==> src/rtl/simple_cpu_pkg.sv <==
// Shared definitions for simple_cpu: opcodes, instruction field ranges, ALU select and decode bundle.
// Also holds the branch/jump target helper used by the next-PC logic.
package simple_cpu_pkg;

   localparam logic [7:0] OP_LOADI = 8'd0;
   localparam logic [7:0] OP_MOV   = 8'd1;
   localparam logic [7:0] OP_ADD   = 8'd2;
   localparam logic [7:0] OP_SUB   = 8'd3;
   localparam logic [7:0] OP_AND   = 8'd4;
   localparam logic [7:0] OP_OR    = 8'd5;
   localparam logic [7:0] OP_J     = 8'd6;
   localparam logic [7:0] OP_BEQ   = 8'd7;

   localparam int OPC_HI = 31;
   localparam int OPC_LO = 24;
   localparam int RD_HI  = 23;
   localparam int RD_LO  = 16;
   localparam int RS1_HI = 15;
   localparam int RS1_LO = 8;
   localparam int RS2_HI = 7;
   localparam int RS2_LO = 0;

   typedef enum logic [1:0] {
      ALU_FWD = 2'd0,
      ALU_ADD = 2'd1,
      ALU_AND = 2'd2,
      ALU_OR  = 2'd3
   } alu_sel_e;

   typedef struct packed {
      logic     wen;
      alu_sel_e sel;
      logic     sub;
      logic     use_imm;
      logic     jump;
      logic     beq;
   } dec_t;

   // Offset counts 32-bit words; the sum wraps modulo 2^32.
   function automatic logic [31:0] branch_target(input logic [31:0] pc, input logic [7:0] off);
      return pc + 32'd4 + {{22{off[7]}}, off, 2'b00};
   endfunction

endpackage

==> src/rtl/simple_cpu_reg_file.sv <==
// 2-read/1-write register file; reads are combinational and see the pre-write value in a write cycle.
// SIM_DELAYS_EN adds #2 on reads and #1 on writes; reset clears every entry asynchronously.
module simple_cpu_reg_file
#(
   parameter int DATA_W   = 8,
   parameter int NUM_REGS = 8,
   parameter int AW       = $clog2(NUM_REGS)
) (
   input  logic              clk_i,
   input  logic              rst_i,
   input  logic [AW-1:0]     ra_addr_i,
   input  logic [AW-1:0]     rb_addr_i,
   output logic [DATA_W-1:0] ra_data_o,
   output logic [DATA_W-1:0] rb_data_o,
   input  logic              we_i,
   input  logic [AW-1:0]     waddr_i,
   input  logic [DATA_W-1:0] wdata_i
);

   logic [DATA_W-1:0] regs_q [NUM_REGS];

   always_ff @(posedge clk_i or posedge rst_i) begin
      if (rst_i) begin
         for (int i = 0; i < NUM_REGS; i++) begin
            regs_q[i] <= '0;
         end
      end else if (we_i) begin
`ifdef SIM_DELAYS_EN
         regs_q[waddr_i] <= #1 wdata_i;
`else
         regs_q[waddr_i] <= wdata_i;
`endif
      end
   end

`ifdef SIM_DELAYS_EN
   assign #2 ra_data_o = regs_q[ra_addr_i];
   assign #2 rb_data_o = regs_q[rb_addr_i];
`else
   assign ra_data_o = regs_q[ra_addr_i];
   assign rb_data_o = regs_q[rb_addr_i];
`endif

endmodule

==> src/rtl/simple_cpu.sv <==
// Single-cycle 8-bit CPU: instruction at PC is decoded and executed in one cycle, PC and writeback on rising clk.
// Build macro SIM_DELAYS_EN inserts the lab's fixed simulation delays; undefined gives zero-delay RTL.
module simple_cpu
   import simple_cpu_pkg::*;
#(
   parameter int          DATA_W   = 8,
   parameter int          NUM_REGS = 8,
   parameter logic [31:0] RESET_PC = 32'h0
) (
   output logic [31:0] PC,
   input  logic [31:0] inst,
   input  logic        clk,
   input  logic        reset
);

   localparam int AW = $clog2(NUM_REGS);

   logic [31:0]       pc_q;
   logic [31:0]       pc_d;
   logic [7:0]        opcode;
   logic [7:0]        f_rd;
   logic [7:0]        f_rs1;
   logic [7:0]        f_rs2;
   logic [AW-1:0]     rd_addr;
   logic [AW-1:0]     rs1_addr;
   logic [AW-1:0]     rs2_addr;
   dec_t              dec_raw;
   dec_t              dec;
   logic [DATA_W-1:0] rf_a;
   logic [DATA_W-1:0] rf_b;
   logic [DATA_W-1:0] op_b;
   logic [DATA_W-1:0] b_eff;
   logic [DATA_W-1:0] alu_raw;
   logic [DATA_W-1:0] alu_res;
   logic              zero;
   logic              take_br;
   logic [31:0]       pc_plus4_raw;
   logic [31:0]       pc_plus4;
   logic [31:0]       br_tgt_raw;
   logic [31:0]       br_tgt;
   logic              unused_rs1_hi;

   assign opcode   = inst[OPC_HI:OPC_LO];
   assign f_rd     = inst[RD_HI:RD_LO];
   assign f_rs1    = inst[RS1_HI:RS1_LO];
   assign f_rs2    = inst[RS2_HI:RS2_LO];
   assign rd_addr  = f_rd[AW-1:0];
   assign rs1_addr = f_rs1[AW-1:0];
   assign rs2_addr = f_rs2[AW-1:0];

   assign unused_rs1_hi = ^f_rs1[7:AW];

   always_comb begin
      dec_raw = '0;
      case (opcode)
         OP_LOADI: begin
            dec_raw.wen     = 1'b1;
            dec_raw.use_imm = 1'b1;
         end
         OP_MOV: begin
            dec_raw.wen = 1'b1;
         end
         OP_ADD: begin
            dec_raw.wen = 1'b1;
            dec_raw.sel = ALU_ADD;
         end
         OP_SUB: begin
            dec_raw.wen = 1'b1;
            dec_raw.sel = ALU_ADD;
            dec_raw.sub = 1'b1;
         end
         OP_AND: begin
            dec_raw.wen = 1'b1;
            dec_raw.sel = ALU_AND;
         end
         OP_OR: begin
            dec_raw.wen = 1'b1;
            dec_raw.sel = ALU_OR;
         end
         OP_J: begin
            dec_raw.jump = 1'b1;
         end
         OP_BEQ: begin
            dec_raw.sel = ALU_ADD;
            dec_raw.sub = 1'b1;
            dec_raw.beq = 1'b1;
         end
         default: begin
         end
      endcase
   end

`ifdef SIM_DELAYS_EN
   assign #1 dec = dec_raw;
`else
   assign dec = dec_raw;
`endif

   simple_cpu_reg_file #(
      .DATA_W   (DATA_W),
      .NUM_REGS (NUM_REGS),
      .AW       (AW)
   ) u_rf (
      .clk_i     (clk),
      .rst_i     (reset),
      .ra_addr_i (rs1_addr),
      .rb_addr_i (rs2_addr),
      .ra_data_o (rf_a),
      .rb_data_o (rf_b),
      .we_i      (dec.wen),
      .waddr_i   (rd_addr),
      .wdata_i   (alu_res)
   );

   assign op_b = dec.use_imm ? DATA_W'(f_rs2) : rf_b;

   // Subtraction is a + ~b + 1 so beq can reuse the adder's zero result.
   always_comb begin
      b_eff   = dec.sub ? ~op_b : op_b;
      alu_raw = op_b;
      case (dec.sel)
         ALU_FWD: alu_raw = op_b;
         ALU_ADD: alu_raw = rf_a + b_eff + DATA_W'(dec.sub);
         ALU_AND: alu_raw = rf_a & op_b;
         ALU_OR:  alu_raw = rf_a | op_b;
         default: alu_raw = op_b;
      endcase
   end

`ifdef SIM_DELAYS_EN
   logic [DATA_W-1:0] alu_fast;
   logic [DATA_W-1:0] alu_slow;
   assign #1 alu_fast = alu_raw;
   assign #2 alu_slow = alu_raw;
   assign alu_res = (dec.sel == ALU_ADD) ? alu_slow : alu_fast;
`else
   assign alu_res = alu_raw;
`endif

   assign zero = (alu_res == '0);

   assign pc_plus4_raw = pc_q + 32'd4;
   assign br_tgt_raw   = branch_target(pc_q, f_rd);

`ifdef SIM_DELAYS_EN
   assign #1 pc_plus4 = pc_plus4_raw;
   assign #2 br_tgt   = br_tgt_raw;
`else
   assign pc_plus4 = pc_plus4_raw;
   assign br_tgt   = br_tgt_raw;
`endif

   assign take_br = dec.jump | (dec.beq & zero);
   assign pc_d    = take_br ? br_tgt : pc_plus4;

   always_ff @(posedge clk or posedge reset) begin
      if (reset) begin
         pc_q <= RESET_PC;
      end else begin
`ifdef SIM_DELAYS_EN
         pc_q <= #1 pc_d;
`else
         pc_q <= pc_d;
`endif
      end
   end

   assign PC = pc_q;

endmodule

==> config.mk <==
export PLATFORM = sky130hd
export DESIGN_NAME = simple_cpu
export DESIGN_NICKNAME = d
export VERILOG_FILES = /design/src/rtl/simple_cpu_pkg.sv /design/src/rtl/simple_cpu_reg_file.sv /design/src/rtl/simple_cpu.sv
export SDC_FILE = /design/constraint.sdc
export NUM_CORES = 1
export LEC_CHECK = 0
export ABC_AREA = 1
export CORE_MARGIN = 1.5
export CORE_UTILIZATION = 30
export DETAILED_ROUTE_END_ITERATION = 12
export GPL_TIMING_DRIVEN = 0
export SKIP_LAST_GASP = 1
export SLEW_MARGIN = 20
export SYNTH_ARGS = -nofsm -noshare
export SYNTH_HDL_FRONTEND = slang
export SYNTH_SLANG_ARGS = --single-unit
==> constraint.sdc <==
create_clock -name clk -period 8.3 [get_ports clk]
set_clock_uncertainty 0.2 [all_clocks]
set_input_delay 2.075 -clock clk [delete_from_list [all_inputs] [get_ports clk]]
set_output_delay 2.075 -clock clk [all_outputs]
set_load 0.01 [all_outputs]
==> impl_metrics.ini, run 1 <==
[layout]
nFillCells = 2853
area_growth_pct = 16.7
drive_above_1_share = 0.0907
diodes = 0
layout.nets = 1358

[drt]
drt_iter0_markers = 777
route.detailed.drc = 0
wire_per_inst_um = 14.9
antenna_left = 0
firstDrtPassIters = 5
vias = 8095
routed_via_density = 4.96
wirelength_um = 24300

[floorplan]
core_um2 = 26800
die_area_um2 = 28100
fp.dieW_um = 168
rows = 60
ios = 66
fp.dieH_um = 168
start_util = 0.304

[setup_path]
crit_path_max_fanout = 10
endpoint_kind = flip-flop
slowest_stage = clkdlybuf4s50_1
path_class = primary input to flip-flop
critPathLaunchType = primary input
max_stage_delay_ns = 0.50
cp_top_family = simple AND/OR/NAND/NOR gates
crit_buf_inv = 5
critical_path_arrival_ns = 6.06
worstPathRequired_ns = 8.35

[yosys]
ys.flop_type = dfrtp_1
yosysWarningCount = 0
synth_area_leaders = dfrtp_1 (29%), nand2_1 (15%), nand3_1 (7.2%), inv_1 (7.0%), o21ai_0 (6.1%)
avgSynthCellArea_um2 = 6.70
synth_enable_flop_cells = 0
yosys.area.top_type = dfrtp_1
ys_seq_area_frac = 0.289
synth_top_area_frac = 0.289
synth_cells = 1215
synth_cell_type_count = 49
synth_area_um2 = 8140
ys_async_sr_fraction = 1.00
synth_seq_cells = 94

[power]
pwr_density_cell_nw_per_um2 = 193
power_leakage_nw = 4.57
peakVddDrop_mv = 0.123

[placed_design]
dpl.hpwl_um = 18800
port_buffers = 57
gp_congestion = 0.912

[clock_tree]
cts_resized = 0
clk_latency_ns = 0.36
tritoncts = done
cts_max_level = 3
postCtsSetupBuffers = 0
clock-sinks = 94
cts_buffers = 9
cts.path.max_buffers = 2
ctsHoldBuffers = 0
cts_root_buf = clkbuf_16
cts.reportedPaths.clkPinSlew_ns = 0.07

[timing]
tns_ns = 0
maxSlewHeadroom = 0.308
rsz0062_at_grt = no
hold_viol = 0
fin_crit_ns = 6.01
slew_viol_final = 0
period_share = 0.724
clock.fmax_ghz = 0.166
fin_hold_ws_ns = 0.287
finalSetupViolations = 0
worst_pin_slew_ns = 1.04

[grt]
grt_pass1_vias = 7814
grt_pass1_wl_um = 39800
overflow = 0
grtUsageTotal = 0.176
antenna_found_initial = 0
grt_max_degree = 69

[run]
drv_cap = 0

[status]
status = complete, no violations

[min_path]
min_path_type = flip-flop to flip-flop
[power breakdown]
group	internal (W)	total, W	switching, W
combinational	0.000326	0.000814	0.000488
clock	0.000254	0.000453	0.000200
sequential	0.000517	0.000566	0.0000487
total	0.00110	0.00183	0.000736
[area by class of cell]
cell class	instances	area (um2)	area share
Multi-Input combinational cell	915	4930	0.519
Inverter	173	654	0.0689
Clock inverter	5	65.1	0.00685
Tap cell	341	427	0.0449
Sequential cell	94	2350	0.248
Buffer	34	225	0.0237
Clock buffer	11	253	0.0266
Timing Repair Buffer	58	598	0.0630
[cells by family (layout without fill, tap and decap cells)]
kind of cell | after synthesis | in the layout | synth area share
simple gates | 593 | 593 | 0.329
compound gates | 223 | 223 | 0.150
buf+inv | 207 | 281 | 0.107
flops | 94 | 94 | 0.289
xor+xnor | 58 | 58 | 0.0624
fa+ha+maj | 39 | 39 | 0.0618
other cells | 1 | 2 | 0.000460
[worst register-to-register path: stages (launching register included)]
cell	delay, ns
dfrtp_1	0.41
ha_1	0.20
nand2_1	0.09
nor3_2	0.28
inv_2	0.08
nor3_2	0.16
nand3_1	0.16
nor2_2	0.15
nand2_1	0.14
nor2_2	0.19
nand3_1	0.11
xnor2_1	0.17
ha_1	0.36
nand2_1	0.14
nor4_1	0.37
nand3_1	0.12
nand3_1	0.17
nand2_1	0.07
o211ai_1	0.18
a21oi_1	0.18
xor2_1	0.19
nand2_1	0.07
nand2_1	0.04
[metal layers]
metal  vias up  track usage  part of all wire
met4         0       0.0662             0.028
met3        47       0.0239             0.049
li1       4096            -                 -
met2       249        0.292              0.45
met5         -            0                 0
met1      3703        0.233              0.47
[synthesized netlist by cell type, types with 4 or more instances]
| library cell | n |
|---|---|
| o21a_1 | 4 |
| dfrtp_1 | 94 |
| buf_2 | 12 |
| buf_6 | 6 |
| clkbuf_1 | 7 |
| o21ai_2 | 4 |
| ha_1 | 37 |
| buf_4 | 7 |
| nand2_1 | 318 |
| nor2_4 | 5 |
| nand4_1 | 7 |
| nor3_1 | 22 |
| inv_1 | 151 |
| a21oi_1 | 68 |
| nor3_2 | 4 |
| nor2_1 | 75 |
| inv_2 | 21 |
| xor2_1 | 47 |
| o211ai_1 | 13 |
| nand2_2 | 11 |
| xnor2_1 | 11 |
| nand3_2 | 9 |
| nand3_1 | 117 |
| a31oi_1 | 5 |
| o21ai_0 | 99 |
| nor2_2 | 10 |
| a21o_1 | 5 |
| o21ai_1 | 17 |
| nor4_1 | 4 |
[sequential cells by signal, indices dropped and copies added (netlist names)]
signal / count
u_rf.regs_q: 64
PC: 30
[per-stage QoR]
step	total power [W]	area (um2)	cells	setup WS, ns	utilization
after floorplan	0.00114	8150	1216	3.18	-
after global placement	0.00137	9150	1614	1.97	0.341
after detailed placement	0.00137	9180	1615	1.96	0.342
after CTS	0.00184	9500	1631	2.33	0.354
after global routing	0.00197	9500	1631	2.03	0.354
final	0.00183	9500	1631	2.29	0.354
[layout by cell type (no fill, tap or decap), drive strengths merged, types with 8 or more instances in the layout]
| cell type | n |
|---|---|
| nand2 | 332 |
| inv | 174 |
| nand3 | 127 |
| o21ai | 121 |
| dfrtp | 94 |
| nor2 | 90 |
| a21oi | 68 |
| clkdlybuf4s50 | 57 |
| xor2 | 47 |
| ha | 37 |
| buf | 28 |
| nor3 | 26 |
| clkbuf | 18 |
| o211ai | 13 |
| xnor2 | 11 |
| nand4 | 8 |
[final timing paths]
kind                                 start               to  slack [ns]  depth (start not counted)
hold / removal             u_rf.regs_q[11]  u_rf.regs_q[11]        0.29                          2
max in group asynchronous            reset           PC[21]        5.42                          3
setup reg to reg                     PC[2]           PC[31]        3.97                         22
min in group asynchronous            reset  u_rf.regs_q[16]        1.84                          2
setup / recovery                   inst[1]           PC[29]        2.29                         27
hold reg to reg            u_rf.regs_q[11]  u_rf.regs_q[11]        0.29                          2
Power figures use the tool's default switching activity.
==> run 2: changes to the inputs <==
==> constraint.sdc (replaced) <==
create_clock -name clk -period 5.6 [get_ports clk]
set_clock_uncertainty 0.2 [all_clocks]
set_input_delay 1.4 -clock clk [delete_from_list [all_inputs] [get_ports clk]]
set_output_delay 1.4 -clock clk [all_outputs]
set_load 0.01 [all_outputs]
==> results of run 2 <==
The final DEF is identical to that of run 1. Status: complete, no violations.
Among the figures that moved: setup slack after placement 1.96 ns -> -0.0601 ns; setup slack after layout 2.29 ns -> 0.264 ns; register-to-register setup slack 3.97 ns -> 1.27 ns; total power 0.00183 W -> 0.00272 W; worst IR drop on VDD 0.123 mV -> 0.183 mV
==> run 3: changes to the inputs <==
--- a/config.mk
+++ b/config.mk
@@ -7,8 +7,9 @@
 export LEC_CHECK = 0
 export ABC_AREA = 1
 export CORE_MARGIN = 1.5
-export CORE_UTILIZATION = 30
+export CORE_UTILIZATION = 46
 export DETAILED_ROUTE_END_ITERATION = 12
+export DONT_BUFFER_PORTS = 1
 export GPL_TIMING_DRIVEN = 0
 export SKIP_LAST_GASP = 1
 export SLEW_MARGIN = 20
==> run 3 against run 2 <==
Cell area is 7.5% lower. Highest routed layer unchanged. Count of clock-buffer cells in the layout down 1. Hold slack barely moved. Sequential share of layout area up 2.0 points. Wire length rose by 3.8%. Fmax is 8.4% higher. Die area is 34% lower. Combinational power shrank 12%.
==> impl_metrics.ini, run 3 (synthesis gave the netlist of run 1 again) <==
[drt]
firstDrtPassIters = 5
vias = 7976
wirelength_um = 25200
antenna_left = 0
routed_via_density = 5.47
drt_iter0_markers = 630
route.detailed.drc = 0
wire_per_inst_um = 17.3

[setup_path]
crit_top_cell = nand2_1
crit_buf_inv = 4
critPathLaunchType = primary input
worstPathRequired_ns = 5.69
crit_path_cell_trace = buf_4, inv_2, buf_2, a21oi_1, o21ai_0, nand3_1, nand3_1, nand2_1, xor2_1, ha_1, nand2_1, or2_2, nand3_1, nand2_1, nand3_1, nand3_2, nor3_1, nand2_1, nor2_2, nand2_2, nand2_2, buf_6, nand2_1, nand2_1
path_class = primary input to flip-flop
max_stage_delay_ns = 0.40
critical_path_arrival_ns = 5.02
slowest_stage = ha_1
endpoint_kind = flip-flop
crit_path_max_fanout = 10
cp_top_family = simple AND/OR/NAND/NOR gates

[clock_tree]
cts_buffers = 9
cts_max_level = 3
cts_root_buf = clkbuf_16
clk_latency_ns = 0.36
tritoncts = done
cts.path.max_buffers = 2
cts.reportedPaths.clkPinSlew_ns = 0.07
ctsHoldBuffers = 0
clock-sinks = 94
postCtsSetupBuffers = 0
cts_resized = 0

[floorplan]
start_util = 0.471
fp.dieW_um = 136
ios = 66
core_um2 = 17300
rows = 48
fp.dieH_um = 136
die_area_um2 = 18500

[layout]
diodes = 0
multiInputGateArea_um2 = 4930
nFillCells = 1749
area_growth_pct = 7.90
layout_commonest_cell = nand2_1
regArea_um2 = 2350
top_register = u_rf.regs_q
drive_above_1_share = 0.0941
fin_cells = 1458
final_cell_mix = nand2_1 (318), inv_1 (150), nand3_1 (117), o21ai_0 (99), dfrtp_1 (94)
largest_register_ff_count = 64
layout.nets = 1301

[timing]
tns_ns = 0
maxSlewHeadroom = 0.424
period_share = 0.879
fin_crit_ns = 4.92
rsz0062_at_grt = no
slew_viol_final = 0
hold_viol = 0
clock.fmax_ghz = 0.203
worst_pin_slew_ns = 0.856
finalSetupViolations = 0

[power]
sw_frac_of_total = 0.411
pwr-share-comb = 0.401
p_sw_w = 0.00108
power.total_w = 0.00263
p_int_w = 0.00155
pwr_density_cell_nw_per_um2 = 299
pwr-share-seq = 0.336
peakVddDrop_mv = 0.263
power_leakage_nw = 4.35
power_frac_clock = 0.263

[placed_design]
place_inst = 1442
gp_congestion = 0.930
port_buffers = 0
dpl.hpwl_um = 19100

[grt]
grt_pass1_vias = 7419
overflow = 0
grt_pass1_wl_um = 39900
grtUsageTotal = 0.281
grt_max_degree = 68
antenna_found_initial = 0

[min_path]
min_path_type = flip-flop to flip-flop

[status]
status = complete, no violations

[run]
drv_cap = 0
run 3: per-layer routing:
layer | routed length, um | GRT usage
met2 | 12100 | 0.480
met3 | 1330 | 0.0306
met5 | 0 | 0
met1 | 11000 | 0.362
met4 | 799 | 0.115
run 3: power groups by stage:
stage / combinational (W) / clock, W / sequential (W)
2_1_floorplan: 0.000835 / 0 / 0.000860
3_3_place_gp: 0.00103 / 0 / 0.000895
3_5_place_dp: 0.00104 / 0 / 0.000896
4_1_cts: 0.00104 / 0.000704 / 0.000883
5_1_grt: 0.00119 / 0.000732 / 0.000894
6_report: 0.00106 / 0.000692 / 0.000883
run 3: metrics by stage:
step	instance area, um2	utilization	setup WS [ns]	hold slack, ns
5_1_grt	8790	0.508	0.412	0.302
4_1_cts	8790	0.508	0.723	0.294
6_report	8790	0.508	0.676	0.287
3_3_place_gp	8430	0.487	0.329	0.268
3_5_place_dp	8470	0.490	0.379	0.276
2_1_floorplan	8150	-	1.16	0.253
run 3: final timing paths:
path,from,end,slack [ns],cells past startpoint
worst max-delay path,inst[0],PC[14],0.68,24
worst min-delay path,u_rf.regs_q[23],u_rf.regs_q[23],0.29,2
worst max register to register,PC[2],PC[29],1.18,25
worst min register to register,u_rf.regs_q[23],u_rf.regs_q[23],0.29,2
max in group asynchronous,reset,u_rf.regs_q[58],3.94,2
min in group asynchronous,reset,u_rf.regs_q[8],0.65,1
run 3: worst reg2reg max path: cells and delay by family (launching register included):
family	cells	cell delay, ns
compound gates	1	0.17
simple gates	18	2.59
flops	1	0.45
fa+ha+maj	2	0.57
buf+inv	3	0.17
xor+xnor	1	0.18
run 3: cell type report:
class,instances,area share
Sequential cell,94,0.268
Inverter,173,0.0745
Clock inverter,6,0.0104
Clock buffer,10,0.0261
Tap cell,225,0.0320
Multi-Input combinational cell,915,0.561
Timing Repair Buffer,1,0.00313
Buffer,34,0.0256
